**src/rtl/fmap_pingpong_buffer_if.sv**
```systemverilog
// Signal bundle for fmap_pingpong_buffer: raw layer-1 pixel stream in,
// valid/ready replay stream out, plus bank status and sticky error flags.
interface fmap_pingpong_buffer_if #(
  parameter int DATA_W = 8
);
  logic                     in_valid;
  logic signed [DATA_W-1:0] in_pixel;
  logic                     in_done;
  logic                     out_ready;
  logic                     err_clr;
  logic                     out_valid;
  logic signed [DATA_W-1:0] out_pixel;
  logic                     out_last;
  logic                     out_frame_start;
  logic [1:0]               bank_full;
  logic                     overflow;
  logic                     frame_err;

  modport slave (
    input  in_valid, in_pixel, in_done, out_ready, err_clr,
    output out_valid, out_pixel, out_last, out_frame_start,
           bank_full, overflow, frame_err
  );

  modport master (
    output in_valid, in_pixel, in_done, out_ready, err_clr,
    input  out_valid, out_pixel, out_last, out_frame_start,
           bank_full, overflow, frame_err
  );
endinterface

```
**src/rtl/fmap_pingpong_buffer.sv**
```systemverilog
// Two-bank feature-map store: one bank captures the incoming frame while the
// other replays a completed frame downstream under valid/ready control.
module fmap_pingpong_buffer #(
  parameter int MAPSIZE = 14,
  parameter int DATA_W  = 8
) (
  input logic                   clk,
  input logic                   rst,
  fmap_pingpong_buffer_if.slave bus
);
  localparam int DEPTH = MAPSIZE * MAPSIZE;
  localparam int CNT_W = $clog2(DEPTH);
  localparam logic [CNT_W-1:0] LAST_IDX = CNT_W'(DEPTH - 1);
  localparam logic [CNT_W-1:0] CNT_ONE  = CNT_W'(1);

  localparam logic [1:0] ST_IDLE   = 2'd0;
  localparam logic [1:0] ST_START  = 2'd1;
  localparam logic [1:0] ST_STREAM = 2'd2;

  logic signed [DATA_W-1:0] mem [2][DEPTH];

  logic                     wbank_q, wbank_d;
  logic [CNT_W-1:0]         wcnt_q, wcnt_d;
  logic                     rbank_q, rbank_d;
  logic [CNT_W-1:0]         rcnt_q, rcnt_d;
  logic [1:0]               bank_full_q, bank_full_d;
  logic [1:0]               state_q, state_d;
  logic signed [DATA_W-1:0] out_pixel_q, out_pixel_d;
  logic                     overflow_q, overflow_d;
  logic                     frame_err_q, frame_err_d;

  logic                     wr_en;
  logic                     wr_last;
  logic                     rd_last_hs;
  logic [CNT_W-1:0]         rd_addr;

  // Writer: the pixel is accounted for first, then in_done judges the count it left behind.
  always_comb begin
    wr_en       = bus.in_valid && !bank_full_q[wbank_q];
    wr_last     = wr_en && (wcnt_q == LAST_IDX);
    wbank_d     = wbank_q;
    wcnt_d      = wcnt_q;
    overflow_d  = bus.err_clr ? 1'b0 : overflow_q;
    frame_err_d = bus.err_clr ? 1'b0 : frame_err_q;

    if (bus.in_valid && bank_full_q[wbank_q]) begin
      overflow_d = 1'b1;
    end

    if (wr_last) begin
      wcnt_d  = '0;
      wbank_d = ~wbank_q;
    end else if (wr_en) begin
      wcnt_d = wcnt_q + CNT_ONE;
    end

    if (bus.in_done && (wcnt_d != '0)) begin
      frame_err_d = 1'b1;
      wcnt_d      = '0;
    end
  end

  // Reader: out_pixel is registered, so the next address is fetched on the handshake.
  always_comb begin
    state_d     = state_q;
    rbank_d     = rbank_q;
    rcnt_d      = rcnt_q;
    out_pixel_d = out_pixel_q;
    rd_addr     = '0;
    rd_last_hs  = 1'b0;

    case (state_q)
      ST_IDLE: begin
        if (bank_full_q[rbank_q]) begin
          state_d = ST_START;
        end
      end
      ST_START: begin
        rcnt_d      = '0;
        out_pixel_d = mem[rbank_q][rd_addr];
        state_d     = ST_STREAM;
      end
      ST_STREAM: begin
        if (bus.out_ready) begin
          if (rcnt_q == LAST_IDX) begin
            rd_last_hs = 1'b1;
            rbank_d    = ~rbank_q;
            state_d    = ST_IDLE;
          end else begin
            rd_addr     = rcnt_q + CNT_ONE;
            rcnt_d      = rd_addr;
            out_pixel_d = mem[rbank_q][rd_addr];
          end
        end
      end
      default: begin
        state_d = ST_IDLE;
      end
    endcase
  end

  // Writer and reader never own the same bank, so both updates can land together.
  always_comb begin
    bank_full_d = bank_full_q;
    if (wr_last) begin
      bank_full_d[wbank_q] = 1'b1;
    end
    if (rd_last_hs) begin
      bank_full_d[rbank_q] = 1'b0;
    end
  end

  always_ff @(posedge clk) begin
    if (wr_en) begin
      mem[wbank_q][wcnt_q] <= bus.in_pixel;
    end
  end

  always_ff @(posedge clk or posedge rst) begin
    if (rst) begin
      wbank_q     <= 1'b0;
      wcnt_q      <= '0;
      rbank_q     <= 1'b0;
      rcnt_q      <= '0;
      bank_full_q <= 2'b00;
      state_q     <= ST_IDLE;
      out_pixel_q <= '0;
      overflow_q  <= 1'b0;
      frame_err_q <= 1'b0;
    end else begin
      wbank_q     <= wbank_d;
      wcnt_q      <= wcnt_d;
      rbank_q     <= rbank_d;
      rcnt_q      <= rcnt_d;
      bank_full_q <= bank_full_d;
      state_q     <= state_d;
      out_pixel_q <= out_pixel_d;
      overflow_q  <= overflow_d;
      frame_err_q <= frame_err_d;
    end
  end

  assign bus.out_valid       = (state_q == ST_STREAM);
  assign bus.out_frame_start = (state_q == ST_START);
  assign bus.out_last        = (state_q == ST_STREAM) && (rcnt_q == LAST_IDX);
  assign bus.out_pixel       = out_pixel_q;
  assign bus.bank_full       = bank_full_q;
  assign bus.overflow        = overflow_q;
  assign bus.frame_err       = frame_err_q;

endmodule
```
**src/flat_wrapper.sv**
```systemverilog
// flat-port wrapper written by rule: the top's interface ports become plain ports
module fmap_pingpong_buffer_flat 
#(
  parameter int MAPSIZE = 14,
  parameter int DATA_W  = 8
)
  (clk, rst, bus_in_valid, bus_in_pixel, bus_in_done, bus_out_ready, bus_err_clr, bus_out_valid, bus_out_pixel, bus_out_last, bus_out_frame_start, bus_bank_full, bus_overflow, bus_frame_err);
  fmap_pingpong_buffer_if #(.DATA_W(DATA_W)) bus_i ();
  input logic clk;
  input logic rst;
  input wire logic [$bits(bus_i.in_valid)-1:0] bus_in_valid;
  input wire logic [$bits(bus_i.in_pixel)-1:0] bus_in_pixel;
  input wire logic [$bits(bus_i.in_done)-1:0] bus_in_done;
  input wire logic [$bits(bus_i.out_ready)-1:0] bus_out_ready;
  input wire logic [$bits(bus_i.err_clr)-1:0] bus_err_clr;
  output wire logic [$bits(bus_i.out_valid)-1:0] bus_out_valid;
  output wire logic [$bits(bus_i.out_pixel)-1:0] bus_out_pixel;
  output wire logic [$bits(bus_i.out_last)-1:0] bus_out_last;
  output wire logic [$bits(bus_i.out_frame_start)-1:0] bus_out_frame_start;
  output wire logic [$bits(bus_i.bank_full)-1:0] bus_bank_full;
  output wire logic [$bits(bus_i.overflow)-1:0] bus_overflow;
  output wire logic [$bits(bus_i.frame_err)-1:0] bus_frame_err;
  assign bus_i.in_valid = bus_in_valid;
  assign bus_i.in_pixel = bus_in_pixel;
  assign bus_i.in_done = bus_in_done;
  assign bus_i.out_ready = bus_out_ready;
  assign bus_i.err_clr = bus_err_clr;
  assign bus_out_valid = bus_i.out_valid;
  assign bus_out_pixel = bus_i.out_pixel;
  assign bus_out_last = bus_i.out_last;
  assign bus_out_frame_start = bus_i.out_frame_start;
  assign bus_bank_full = bus_i.bank_full;
  assign bus_overflow = bus_i.overflow;
  assign bus_frame_err = bus_i.frame_err;
  fmap_pingpong_buffer #(.MAPSIZE(MAPSIZE), .DATA_W(DATA_W)) u_core (.clk(clk), .rst(rst), .bus(bus_i));
endmodule
```
**config.mk**
```make
export PLATFORM = sky130hd
export DESIGN_NAME = fmap_pingpong_buffer_flat
export DESIGN_NICKNAME = d
export VERILOG_FILES = /design/src/rtl/fmap_pingpong_buffer_if.sv /design/src/rtl/fmap_pingpong_buffer.sv /design/src/flat_wrapper.sv
export SDC_FILE = /design/constraint.sdc
export NUM_CORES = 2
export LEC_CHECK = 0
export CAP_MARGIN = 20
export CELL_PAD_IN_SITES_DETAIL_PLACEMENT = 0
export CELL_PAD_IN_SITES_GLOBAL_PLACEMENT = 2
export CORE_MARGIN = 10
export CORE_UTILIZATION = 55
export CTS_CLUSTER_DIAMETER = 60
export DETAILED_ROUTE_END_ITERATION = 8
export PLACE_DENSITY = 0.82
export SYNTH_ARGS = -nofsm -noshare
export SYNTH_HDL_FRONTEND = slang
export SYNTH_SLANG_ARGS = --single-unit
export TNS_END_PERCENT = 50
```
**constraint.sdc**
```tcl
create_clock -name clk -period 6.8 [get_ports clk]
set_clock_uncertainty 0.05 [all_clocks]
set_input_delay 1.36 -clock clk [delete_from_list [all_inputs] [get_ports clk]]
set_output_delay 1.36 -clock clk [all_outputs]
set_load 0.005 [all_outputs]
```
## Word level (Yosys, flattened, before mapping)

Memory sizes are Yosys's and may differ from the RTL's.
Cells that the tools add are included.

- Flip-flop bits (word level): 32
- Bits in writable memories: 3136
- Output and inout bits: 15
- Memories: 1

- Add/subtract/negate cells: 2
- $lt $le $gt $ge: 7
- Equal/unequal tests: 8
- Muxes and demuxes: 36
- Bitwise gates (word level): 7
- Reduce and logical (&&, ||, !) cells: 17

Memories:

| name | words | bits a word | read ports | clocked after memory_dff | write ports | line | text |
|---|---|---|---|---|---|---|---|
| u_core.mem | 2 | 1568 | 1 | 0 | 1 | fmap_pingpong_buffer.sv:20 | `logic signed [DATA_W-1:0] mem [2][DEPTH];` |

Operators with widths:

| kind | count |
|---|---|
| $mux 1568 | 1 |
| $mux 8 | 10 |
| $bmux 8 s8 | 1 |
| $demux 8 s8 | 1 |
| $pmux 8 s2 | 2 |
| $ge 9x9->1 const B | 2 |
| $not 8->9 | 2 |
| $add 8x1->8 const B | 2 |
| $eq 8x8->1 const B | 2 |
| $mux 1 | 13 |
| $mux 2 | 5 |
| $lt 9x1->1 const B | 1 |
| $reduce_and 3->1 | 3 |
| $logic_and 1x1->1 | 8 |
| $reduce_bool 8->1 | 1 |
| $pmux 2 s3 | 1 |
| $reduce_bool 2->1 | 3 |
| $lt 1x2->1 const B | 2 |
| $ne 2x1->1 const B | 2 |
| $ne 2x2->1 const B | 2 |
| $and 2x2->2 | 1 |
| $demux 1 s1 | 2 |
| $eq 2x1->1 const B | 1 |
| $eq 2x2->1 const B | 1 |
| 6 further kinds | 8 |

## Longest topological paths before layout

- Depth in word-level cells: 9
- Mapped depth: 14
- Gate-level depth less buffers: 9

## Least setup slack after synthesis

No wires, ideal clock.

- Path type: in2reg
- Start point: in bus_in_valid
- End point: mem u_core.mem[0][0] (netlist name), enable pin
- Library setup time: 398 ps
- Data arrival time: 2778 ps
- Data required time: 6352 ps
- Path slack: 3574 ps
- Cell stages on the path: 4
- Cell sequence: nand2_1 -> nor3_2 -> nand2_1 -> nor4_1

- Cells in the longest elaborated chain, start to end: 3

Ends and longest elaborated chain:

| element | line | text |
|---|---|---|
| start, declared | flat_wrapper.sv:11 | `input wire logic [$bits(bus_i.in_valid)-1:0] bus_in_valid;` |
| $logic_and 1x1->1 | fmap_pingpong_buffer.sv:39 | `wr_en = bus.in_valid && !bank_full_q[wbank_q];` |
| $mux 1 | fmap_pingpong_buffer.sv:114 | `if (wr_en) begin` |
| $mux 1568 (implied by the code) | fmap_pingpong_buffer.sv:115 | `mem[wbank_q][wcnt_q] <= bus.in_pixel;` |
| end, declared | fmap_pingpong_buffer.sv:20 |  |

No other way between the ends.

## Worst setup path in the final report

- Start point: reg u_core.rcnt_q[0]
- End point: reg u_core.out_pixel_q[6] (netlist: u_core.bus.out_pixel[6])

- Cells in the longest elaborated chain, start to end: 8
- Elaborated cells between the ends (all ways): 11

Ends and longest elaborated chain:

| element | line | text |
|---|---|---|
| start, declared | fmap_pingpong_buffer.sv:25 | `logic [CNT_W-1:0] rcnt_q, rcnt_d;` |
| start signal, assigned | fmap_pingpong_buffer.sv:134 | `rcnt_q <= rcnt_d;` |
| $add 8x1->8 | fmap_pingpong_buffer.sv:90 | `rd_addr = rcnt_q + CNT_ONE;` |
| $not 8->9 (implied by the code) | fmap_pingpong_buffer.sv:92 | `out_pixel_d = mem[rbank_q][rd_addr];` |
| $bmux 8 s8 | fmap_pingpong_buffer.sv:92 |  |
| $mux 8 (implied by the code) (2 in series) | fmap_pingpong_buffer.sv:92 |  |
| $mux 8 | fmap_pingpong_buffer.sv:85 | `if (rcnt_q == LAST_IDX) begin` |
| $mux 8 | fmap_pingpong_buffer.sv:84 | `if (bus.out_ready) begin` |
| $pmux 8 s2 | fmap_pingpong_buffer.sv:72 | `case (state_q)` |
| end signal, assigned | fmap_pingpong_buffer.sv:137 | `out_pixel_q <= out_pixel_d;` |
| end, declared | fmap_pingpong_buffer.sv:28 | `logic signed [DATA_W-1:0] out_pixel_q, out_pixel_d;` |

Parallel ways exist; a longest one is shown, timed or not. The select of a mux whose other input is x is not followed.
A chain may end at the register's enable or synchronous reset.

==> run metrics <==
Routed Antenna Nets 0; final setup fails 0; required time worst endpoint 7.61 ns; commonest cells after routing, fill and taps aside edfxtp_1, mux4_2, nor2_1; placed cell areas 0.128 mm^2; design area 0.138 mm^2; # Max-Cap Violations 0; Post-synth ARST share under 10%; fin crit period slightly above 5 ns; Synth Register Bits 3,168; drt initial violations just over 7,000; Global Route Usage Sum between 20% and 30%; most common cell after layout, fill and taps aside edfxtp_1; Psw around 13,000 uW; worst slew pin tran approximately 1.2 ns; Power Density roughly 340 mW/mm^2; Routed wire per std cell ~35 um; Hold Fails Final Rpt 0; Layout area overhead 11.5%; largest net degree at the start of global routing 184; Pre-antenna DRT Iters 8; maximum clock path buffer count 4; post-CTS setup buffer count 0; failing checks design-rule violations; first-pass GRT wire length between 400,000 and 500,000 um; Post-Synthesis Cells between 5,000 and 6,000; initial antenna violation count 5; Lkg Pwr between 0.04 and 0.05 uW; Netlist cell types just over 70; CTS tree done; vias per cell between 6 and 7; grt ovf 0; Die H ~500 um; fin crit share approximately three quarters; Seq/Total Area, Yosys 76.8%; CTS hold repair buffers 0; layout cells sized above 1 roughly a quarter; Int Pwr 34,100 uW; part of the power in registers a little under half; H-tree levels 5; hpwl dp approximately 190,000 um; die area about 0.24 mm^2; Min-Delay Path Class reg -> reg; clock power share between 30% and 40%; status finished with violations; Yosys top cell by area edfxtp_1; Final Power between 40,000 and 50,000 uW; Yosys top cell area share ~76%; CP Class reg -> reg; Slew Limit Fails 0; Worst IR Drop VDD 397 uV; post-CTS sizing 0; setup ws final 1.77 ns; vias in the first global route ~60,000; RSZ-0062 raised after global routing false; ys flop type edfxtp_1; Post-synth EDFFs between 3,000 and 4,000; DRC 2; Sink Count approximately 3,200; Top Ports 29; syn_area_per_cell about 22 um^2; Arr. time, crit path around 5.9 ns; row count 173; area of the core ~0.22 mm^2; insertion delay to the later sink of the worst-skew pair ~0.96 ns; Synth area leaders edfxtp_1, mux4_2, nor2_1; Hold Slack between 0.3 and 0.4 ns; Slew HR 21.2%; PortBufs 28; fin nets 5,850; Root Driver clkbuf_16; Die Wd 494 um; setup TNS 0 ns; dpl ws 1.55 ns; worst-path maximum fanout 34; Num CTS Buffers between 300 and 400; Comb power frac between 10% and 20%; sw frac roughly 27%; clock edge transition at the registers on the reported setup and hold paths around 0.060 ns; Detailed Route WL ~310,000 um; RD Place Congestion around 0.87; YS warnings 0; f_max between 0.15 and 0.2 GHz; Vias about 60,000; nature of the critical path startpoint flop; mapped cell area between 0.1 and 0.15 mm^2; Initial Util 55.4%; net count after synthesis about 5,700; Worst setup EP type flop
cells by family after synthesis:
logic type | synth area share [%]
and+or+nand+nor | 2.76
buffers and inverters | 1.54
adders and majority gates | 0.0607
xor gates and xnor gates | 0.148
DFF | 76.8
AOI/OAI and AO/OA | 1.46
muxes | 17.2
registers in the layout, indices dropped and copies added (netlist names):
register	flops
u_core.rbank_q	1
u_core.bus.bank_full	2
u_core.bus.out_pixel	8
u_core.rcnt_q	8
u_core.state_q	2
u_core.wbank_q	1
u_core.wcnt_q	8
u_core.mem	3136
u_core.bus.frame_err	1
u_core.bus.overflow	1
cell usage after synthesis (15+ instances only):
cell type     n
a2111oi_0    15
dfrtp_1      32
buf_6        18
buf_4        63
mux4_2      879
o221ai_1     17
mux2i_1     137
nor3_1       35
and2_1       16
nor2_1      434
o21ai_0      36
buf_2       100
edfxtp_1   3136
o22ai_1      18
nand3_1      47
buf_1        23
nand2_1     222
clkbuf_1    131
a21oi_1      67
inv_1        15
a211oi_1     17
layout make-up:
cell class                      instances  area [um^2]
Clock buffer                          406         8690
Clock inverter                        162         1500
Tap cell                             2975         3720
Timing Repair Buffer                  180         1850
Inverter                               16         65.1
Antenna cell                            8         20.0
Multi-Input combinational cell       2134        27000
Fill cell                           15100        85200
Sequential cell                      3168        95000
critical path: stages (launching register included):
cell and delay [ns]:
dfrtp_4 0.81, and3_1 0.49, xor2_4 0.71, nand3_1 0.99
a21oi_1 0.99, a2111oi_0 0.16, buf_4 0.21, nor3_1 0.23
a221oi_2 0.11, o21ai_1 0.17
routing by layer:
metal	part of all wire, %	GRT usage [%]
met1	39	36.7
met2	47	38.8
met3	10	6.27
met4	4.0	9.42
met5	0	0
per-stage QoR:
| step | util (%) | instances |
|---|---|---|
| 2_1_floorplan | - | 5658 |
| 3_3_place_gp | 57.2 | 8468 |
| 3_5_place_dp | 57.2 | 8473 |
| 4_1_cts | 61.8 | 9041 |
| 5_1_grt | 61.8 | 9043 |
| 6_report | 61.8 | 9049 |
worst paths after layout:
check / endpoint / startpoint / cells after the start / slack (ns)
setup / recovery: u_core.bus.out_pixel[6] / u_core.rcnt_q[0] / 9 / 1.77
hold reg to reg: u_core.state_q[0] / u_core.state_q[0] / 1 / 0.39
min in group asynchronous: u_core.bus.bank_full[0] / rst / 3 / 0.77
hold / removal: u_core.state_q[0] / u_core.state_q[0] / 1 / 0.39
setup reg to reg: u_core.bus.out_pixel[6] / u_core.rcnt_q[0] / 9 / 1.77
max in group asynchronous: u_core.rcnt_q[0] / rst / 3 / 5.47
power by group through the flow:
stage	sequential, uW	clock, uW	combinational [uW]
CTS	21700	17400	7690
detailed placement	22100	0	7670
floorplan	21900	0	3950
finish	21700	17300	7810
global placement	22100	0	7630
global route	21600	18200	7980
No activity file was read; power rests on OpenSTA's default activity.
